## src/rtl/uart_byte_fifo.sv

```systemverilog
// uart_byte_fifo: circular byte buffer between the UART receiver and transmitter.
// Each rising edge of rec_flag stores one byte. A small read sequencer hands the
// stored bytes to the transmitter one at a time, using a send_start/tx_busy handshake.
// The read sequencer gives up on a missing tx_busy acknowledge after ACK_TIMEOUT cycles.
module uart_byte_fifo #(
   parameter int DATA_W      = 8,
   parameter int DEPTH_LOG2  = 4,
   parameter int ACK_TIMEOUT = 1024
) (
   input  logic                  sys_clk,
   input  logic                  sys_rst,
   input  logic [DATA_W-1:0]     rec_data,
   input  logic                  rec_flag,
   input  logic                  tx_busy,
   output logic [DATA_W-1:0]     send_data,
   output logic                  send_start,
   output logic [DEPTH_LOG2:0]   fifo_count,
   output logic                  fifo_empty,
   output logic                  fifo_full,
   output logic                  overflow,
   output logic [7:0]            drop_cnt
);

   localparam int DEPTH = 1 << DEPTH_LOG2;
   localparam int TMO_W = $clog2(ACK_TIMEOUT + 1);
   localparam logic [DEPTH_LOG2:0] FULL_COUNT = (DEPTH_LOG2 + 1)'(DEPTH);
   localparam logic [TMO_W-1:0]    TMO_LAST   = TMO_W'(ACK_TIMEOUT - 1);

   typedef enum logic [1:0] {
      IDLE,
      LOAD,
      WAIT_BUSY,
      WAIT_DONE
   } state_t;

   // Storage: written on accepted pushes, read through the send_data register.
   logic [DATA_W-1:0]     mem [DEPTH];

   logic [DEPTH_LOG2-1:0] wr_ptr_reg;
   logic [DEPTH_LOG2-1:0] rd_ptr_reg;
   logic [DEPTH_LOG2:0]   count_reg;
   logic [DEPTH_LOG2:0]   count_next;
   logic                  empty_reg;
   logic                  full_reg;
   logic                  rec_flag_d_reg;
   logic                  overflow_reg;
   logic [7:0]            drop_cnt_reg;
   state_t                state_reg;
   logic [TMO_W-1:0]      tmo_reg;
   logic [DATA_W-1:0]     send_data_reg;
   logic                  send_start_reg;

   logic                  wr_en;
   logic                  pop;
   logic                  push;
   logic                  drop;

   // A pop happens on the edge that moves the sequencer from IDLE to LOAD.
   // A write into a full FIFO is only accepted when that same edge frees a slot.
   always_comb begin
      wr_en      = rec_flag & ~rec_flag_d_reg;
      pop        = (state_reg == IDLE) && !empty_reg && !tx_busy;
      push       = wr_en && (!full_reg || pop);
      drop       = wr_en && full_reg && !pop;
      count_next = count_reg;
      if (push && !pop) begin
         count_next = count_reg + 1'b1;
      end else if (pop && !push) begin
         count_next = count_reg - 1'b1;
      end
   end

   // Write side: edge detect on rec_flag, write pointer, occupancy flags, drop accounting.
   always_ff @(posedge sys_clk) begin
      if (sys_rst) begin
         rec_flag_d_reg <= 1'b1;
         wr_ptr_reg     <= '0;
         count_reg      <= '0;
         empty_reg      <= 1'b1;
         full_reg       <= 1'b0;
         overflow_reg   <= 1'b0;
         drop_cnt_reg   <= '0;
      end else begin
         rec_flag_d_reg <= rec_flag;
         count_reg      <= count_next;
         empty_reg      <= (count_next == '0);
         full_reg       <= (count_next == FULL_COUNT);
         if (push) begin
            wr_ptr_reg <= wr_ptr_reg + 1'b1;
         end
         if (drop) begin
            overflow_reg <= 1'b1;
            if (drop_cnt_reg != 8'hFF) begin
               drop_cnt_reg <= drop_cnt_reg + 8'd1;
            end
         end
      end
   end

   // Memory array write port; kept free of reset so it maps onto block RAM.
   always_ff @(posedge sys_clk) begin
      if (push) begin
         mem[wr_ptr_reg] <= rec_data;
      end
   end

   // Read sequencer: present a byte, then wait for the transmitter to take it and finish.
   always_ff @(posedge sys_clk) begin
      if (sys_rst) begin
         state_reg      <= IDLE;
         rd_ptr_reg     <= '0;
         tmo_reg        <= '0;
         send_data_reg  <= '0;
         send_start_reg <= 1'b0;
      end else begin
         send_start_reg <= 1'b0;
         case (state_reg)
            IDLE: begin
               if (pop) begin
                  send_data_reg  <= mem[rd_ptr_reg];
                  rd_ptr_reg     <= rd_ptr_reg + 1'b1;
                  send_start_reg <= 1'b1;
                  state_reg      <= LOAD;
               end
            end
            LOAD: begin
               tmo_reg   <= '0;
               state_reg <= WAIT_BUSY;
            end
            WAIT_BUSY: begin
               if (tx_busy) begin
                  state_reg <= WAIT_DONE;
               end else if (tmo_reg == TMO_LAST) begin
                  // No acknowledge: treat the byte as sent and move on.
                  state_reg <= IDLE;
               end else begin
                  tmo_reg <= tmo_reg + 1'b1;
               end
            end
            WAIT_DONE: begin
               if (!tx_busy) begin
                  state_reg <= IDLE;
               end
            end
            default: begin
               state_reg <= IDLE;
            end
         endcase
      end
   end

   assign send_data  = send_data_reg;
   assign send_start = send_start_reg;
   assign fifo_count = count_reg;
   assign fifo_empty = empty_reg;
   assign fifo_full  = full_reg;
   assign overflow   = overflow_reg;
   assign drop_cnt   = drop_cnt_reg;

endmodule

```

## config.mk

```make
export PLATFORM = sky130hd
export DESIGN_NAME = uart_byte_fifo
export DESIGN_NICKNAME = d
export VERILOG_FILES = /design/src/rtl/uart_byte_fifo.sv
export SDC_FILE = /design/constraint.sdc
export NUM_CORES = 1
export LEC_CHECK = 0
export ABC_AREA = 1
export ABC_CLOCK_PERIOD_IN_PS = 3250
export CORE_MARGIN = 2
export CORE_UTILIZATION = 55
export CTS_CLUSTER_DIAMETER = 60
export DETAILED_ROUTE_END_ITERATION = 10
export MAX_ROUTING_LAYER = met4
export PLACE_DENSITY = 0.74
export SYNTH_ARGS = -nofsm -noshare
export SYNTH_HDL_FRONTEND = slang
export SYNTH_SLANG_ARGS = --single-unit
```

## constraint.sdc

```tcl
create_clock -name sys_clk -period 3.25 [get_ports sys_clk]
set_input_delay 0.325 -clock sys_clk [delete_from_list [all_inputs] [get_ports sys_clk]]
set_output_delay 0.325 -clock sys_clk [all_outputs]
set_load 0.01 [all_outputs]
```

* Word level (Yosys, flattened, before mapping)
Memories as Yosys holds them, arrays and structs flattened. A register that Yosys moved wholly into a read port is not among the register bits. Index checks and enable logic that the tools add are counted.
Cells by class: add/sub/neg operators 6, multiply operators 0, divide/modulo/power cells 0, order comparisons 0, eq/ne operators 11, shifts and indexed selects 0, multiplexer cells 13, bitwise operators 3, reduce and logical (&&, ||, !) cells 21
Operators by type and width (count):
- 11-bit two-way mux | 2
- 11-bit one-hot mux with 2 select lines | 1
- 11-bit by 1-bit adder with 11-bit output (second input constant) | 1
- 11-bit by 10-bit == test with 1-bit output (second input constant) | 1
- 5-bit two-way mux | 2
- 4-bit by 1-bit adder with 4-bit output (second input constant) | 2
- 8-bit by 1-bit adder with 8-bit output (second input constant) | 1
- 2-bit two-way mux | 4
- 2-bit inequality test (second input constant) | 4
- 8-bit inequality test (second input constant) | 1
- 2-bit one-hot mux with 4 select lines | 1
- 1-bit logical AND | 7
- 3-bit AND reduction | 2
- 5-bit by 1-bit adder with 5-bit output (second input constant) | 1
- 5-bit == test (second input constant) | 1
- 1-bit zero test | 5
- 5-bit zero test | 1
- 5-bit by 1-bit subtractor with 5-bit output (second input constant) | 1
- 2-bit == test (second input constant) | 2
- 2-bit AND reduction | 2
- 1-bit two-way mux | 3
- 3-bit inequality test (second input constant) | 1
- 2-bit by 1-bit == test with 1-bit output (second input constant) | 1
- 2-bit zero test | 1
- other kinds (5) | 6
Storage, ports and cells: bits in registers 39, latch bits 0, RAM bits 128, bits in read-only memories 0, input port bits 12, output and inout bits 25, word-level logic and storage cells 66, memories kept 1
Memory list:
- mem | words 16, bits a word 8, read ports 1, clocked after memory_dff 1, write ports 1, line 37 | logic [DATA_W-1:0] mem [DEPTH];

* Longest topological paths before layout
word-level depth 10, mapped depth 10, mapped depth without buffers 10

* Worst setup path after synthesis
No wires, ideal clock.
path type register to register, from register state_reg[1], to memory mem[11][0], enable pin, setup time 370 ps, data arrival time 1391 ps, data required time 2880 ps, path slack 1489 ps, cell stages (with the launch flop) 8, clock period less this slack 1761 ps, cells stage by stage dfxtp_1 -> nor2_4 -> nand2_4 -> nand2_4 -> nand2_2 -> nor2_1 -> inv_1 -> nor2_1
On the way: longest elaborated chain between the ends 7
RTL lines:
- start, declared | line 48 | state_t state_reg;
- start signal, assigned | line 110 | state_reg <= IDLE;
- start signal, assigned | line 123 | state_reg <= LOAD;
- start signal, assigned | line 128 | state_reg <= WAIT_BUSY;
- 2-bit zero test | line 62 | pop = (state_reg == IDLE) && !empty_reg && !tx_busy;
- 1-bit logical AND (2 in a row) | line 62
- 1-bit logical OR | line 63 | push = wr_en && (!full_reg || pop);
- 1-bit logical AND | line 63
- 1-bit two-way mux | line 102 | if (push) begin
- 1-bit two-way mux (implied by the code) | line 103 | mem[wr_ptr_reg] <= rec_data;
- end, declared | line 37
No other way between the ends.

* Worst setup path in the final report
from input tx_busy, to memory mem[1][1], enable pin
On the way: longest elaborated chain between the ends 6
RTL lines:
- start, declared | line 14 | input logic tx_busy,
- 1-bit zero test
- 1-bit logical AND | line 62
- 1-bit logical OR | line 63
- 1-bit logical AND | line 63
- 1-bit two-way mux | line 102
- 1-bit two-way mux (implied by the code) | line 103
No other way between the ends.

==> insert_results.sql <==
INSERT INTO impl_metrics (metric_group, metric, value, unit) VALUES
('synth', 'post_synthesis_instance_area', '7667', 'µm²'),
('worst_setup_path', 'worstSetupPathType', 'in2reg', ''),
('global_routing', 'track_usage', '0.2502', ''),
('synth', 'synth_area_per_cell', '9.997', 'µm²'),
('finish', 'area.growth.synth_to_final', '14.16', '%'),
('timing', 'max_clock_freq', '463.5', 'MHz'),
('min_path', 'hold-path-endpoint', 'tmo_reg[10]$_SDFFE_PP0P_', ''),
('worst_setup_path', 'ff2ff_path_depth', '7', ''),
('floorplan', 'io_pins', '37', ''),
('synth', 'synthesis.yosys.warnings', '0', ''),
('worst_setup_path', 'reg2reg_slack', '1100', 'ps'),
('global_routing', 'maximum_number_of_pins_on_one_net_before_global_route_repair', '68', ''),
('synth', 'synthesis.nets', '788', ''),
('clock_tree', 'post_cts_resize_count', '0', ''),
('worst_setup_path', 'required', '3320', 'ps'),
('worst_setup_path', 'crit_slowest_cell', 'sky130_fd_sc_hd__nor2_1', ''),
('routing', 'drc', '0', ''),
('worst_setup_path', 'critPathTopFamily', 'simple AND/OR/NAND/NOR gates', ''),
('min_path', 'min_delay_path_depth', '2', ''),
('worst_setup_path', 'critPathMaxFanout', '9', ''),
('placed_design', 'finalWeightedCongestion', '0.8844', ''),
('worst_setup_path', 'setup_crit_end_kind', 'register', ''),
('finish', 'diodes', '0', ''),
('floorplan', 'die_y', '122.1', 'µm'),
('finish', 'most-common-layout-cells', 'sky130_fd_sc_hd__edfxtp_1, sky130_fd_sc_hd__inv_1, sky130_fd_sc_hd__nand2_1', ''),
('timing', 'slew_viol_final', '0', ''),
('synth', 'total_of_flip_flops_plus_latches_after_synthesis', '175', ''),
('worst_setup_path', 'cp_arrival', '2230', 'ps'),
('synth', 'synth_edf_count', '128', ''),
('worst_setup_path', 'worst-path-buf-inv', '2', ''),
('synth', 'postSynth.topFlopCell', 'sky130_fd_sc_hd__edfxtp_1', ''),
('routing', 'drt_pre_antenna_iters', '5', ''),
('routing', 'antenna_violating_nets_post_route', '0', ''),
('routing', 'drt_iter0_markers', '732', ''),
('clock_tree', 'htree_depth', '4', ''),
('floorplan', 'initial_core_utilization', '0.5567', ''),
('synth', 'yosys.cell_types.count', '34', ''),
('finish', 'net_count_of_the_finished_layout', '813', ''),
('clock_tree', 'clock_path_buffers', '2', ''),
('worst_setup_path', 'critPathMaxStageDelay', '570', 'ps'),
('flow_run', 'max_cap_viols', '0', ''),
('clock_tree', 'clock_latency', '450', 'ps'),
('clock_tree', 'clkSlewWorstSetupHoldPaths', '60', 'ps'),
('min_path', 'worstHoldStart', 'tmo_reg[10]$_SDFFE_PP0P_', ''),
('worst_setup_path', 'worstReg2RegEnd', 'mem[1][1]$_DFFE_PP_', ''),
('synth', 'synthesis.instances', '767', ''),
('finish', 'drive_above_1_share', '0.06584', ''),
('synth', 'synth-seq-area-share', '0.6240', ''),
('timing', 'timing.hold.ws', '444.9', 'ps'),
('routing', 'vias', '5472', ''),
('floorplan', 'floorplan.core_area', '13770', 'µm²'),
('global_routing', 'first_global_vias', '4983', ''),
('clock_tree', 'tritoncts_num_sinks', '175', ''),
('worst_setup_path', 'crit_top_cell', 'sky130_fd_sc_hd__nand2_4', ''),
('timing', 'finalWorstPathRequiredPeriod', '2158', 'ps'),
('clock_tree', 'tritoncts_clock_tree', 'built', ''),
('clock_tree', 'cts_setup_buffers', '0', ''),
('floorplan', 'die_width', '122.1', 'µm'),
('global_routing', 'grt.overflow.total', '0', ''),
('timing', 'layout_worst_path_cycle_share', '0.6639', ''),
('global_routing', 'antenna_found_initial', '0', ''),
('timing', 'timing.max_slew.rel_slack', '0.4065', ''),
('floorplan', 'die_area', '14900', 'µm²'),
('timing', 'finalSetupViolCount', '0', ''),
('timing', 'finalHoldViolCount', '0', ''),
('timing', 'grt_setup_unrepaired', 'false', ''),
('status', 'status', 'finished clean', ''),
('floorplan', 'std_cell_rows', '43', ''),
('synth', 'synthArstFlopShare', '0', ''),
('pwr', 'ir_worst_vdd', '0.4011', 'mV'),
('clock_tree', 'clock_root_buffer', 'sky130_fd_sc_hd__clkbuf_16', '');
[per-layer routing]
layer / routed length [µm] / up-vias / track usage
met5: 0 / - / -
met4: 469 / 0 / 0.1056
met3: 1097 / 41 / 0.05712
met2: 8188 / 220 / 0.3736
met1: 7380 / 2560 / 0.3316
li1: - / 2651 / -
[stage by stage]
step / instances / cell area, µm² / total power (µW) / utilization / worst slack [ps]
4_1_cts: 985 / 8753 / 5908 / 0.6355 / 1065
5_1_grt: 985 / 8753 / 6150 / 0.6355 / 955.4
6_report: 985 / 8753 / 5897 / 0.6355 / 1092
2_1_floorplan: 767 / 7667 / 3459 / - / 1489
3_3_place_gp: 953 / 8138 / 3803 / 0.5908 / 737.5
3_5_place_dp: 953 / 8138 / 3839 / 0.5908 / 633.5
[worst max path at each step]
stage | cells past startpoint | to | slack [ps] | start
4_1_cts | 7 | mem[1][1]$_DFFE_PP_ | 1060 | state_reg[1]$_SDFFE_PP0P_
5_1_grt | 7 | mem[1][1]$_DFFE_PP_ | 960 | state_reg[1]$_SDFFE_PP0P_
6_report | 8 | mem[1][1]$_DFFE_PP_ | 1090 | tx_busy
3_5_place_dp | 8 | mem[1][0]$_DFFE_PP_ | 630 | tx_busy
2_1_floorplan | 7 | mem[11][0]$_DFFE_PP_ | 1490 | state_reg[1]$_SDFFE_PP0P_
3_3_place_gp | 8 | mem[9][6]$_DFFE_PP_ | 740 | tx_busy
[layout make-up]
type	count	area [µm²]	area share
well taps	180	225.2	0.02573
flip-flops and latches	175	4790	0.5472
multi-input cells	446	2301	0.2629
inverters	113	426.7	0.04874
clock inverters	13	162.7	0.01858
clock buffers	19	452.9	0.05174
repair buffers	39	395.4	0.04517
[worst min-delay path, delay by kind of cell, from the launching register on]
family	cells	cell delay [ps]
DFF	1	310
AOI/OAI and AO/OA	1	40
and+or+nand+nor	1	60
[synthesized netlist by cell type, types with 3 or more instances]
| cell type | number | share of area |
|---|---|---|
| sky130_fd_sc_hd__a21oi_1 | 59 | 0.039 |
| sky130_fd_sc_hd__buf_2 | 19 | 0.012 |
| sky130_fd_sc_hd__clkbuf_1 | 12 | 0.0059 |
| sky130_fd_sc_hd__dfxtp_1 | 47 | 0.12 |
| sky130_fd_sc_hd__edfxtp_1 | 128 | 0.50 |
| sky130_fd_sc_hd__ha_1 | 9 | 0.015 |
| sky130_fd_sc_hd__inv_1 | 109 | 0.053 |
| sky130_fd_sc_hd__nand2_1 | 106 | 0.052 |
| sky130_fd_sc_hd__nand3_1 | 91 | 0.059 |
| sky130_fd_sc_hd__nand4_1 | 3 | 0.0024 |
| sky130_fd_sc_hd__nor2_1 | 62 | 0.030 |
| sky130_fd_sc_hd__nor2_4 | 3 | 0.0044 |
| sky130_fd_sc_hd__nor3_1 | 6 | 0.0039 |
| sky130_fd_sc_hd__o211ai_1 | 32 | 0.031 |
| sky130_fd_sc_hd__o21ai_0 | 47 | 0.031 |
| sky130_fd_sc_hd__xor2_1 | 9 | 0.010 |
[where the power goes]
part / switching (µW) / leakage (µW) / internal (µW)
Combinational: 717 / 0.00136 / 435
Clock: 833 / 0.000297 / 1250
Sequential: 179 / 0.00153 / 2490
Total: 1730 / 0.00320 / 4170
[cells by family (layout without fill, tap and decap cells)]
logic type	after synthesis	in the layout	share of synthesized area
and+or+nand+nor	285	285	0.1686
DFF	175	175	0.6240
buffers and inverters	146	184	0.07588
xor gates and xnor gates	11	11	0.01257
adders and majority gates	9	9	0.01469
AOI/OAI and AO/OA	141	141	0.1043
Note: power is estimated with default switching activity, not from simulation.
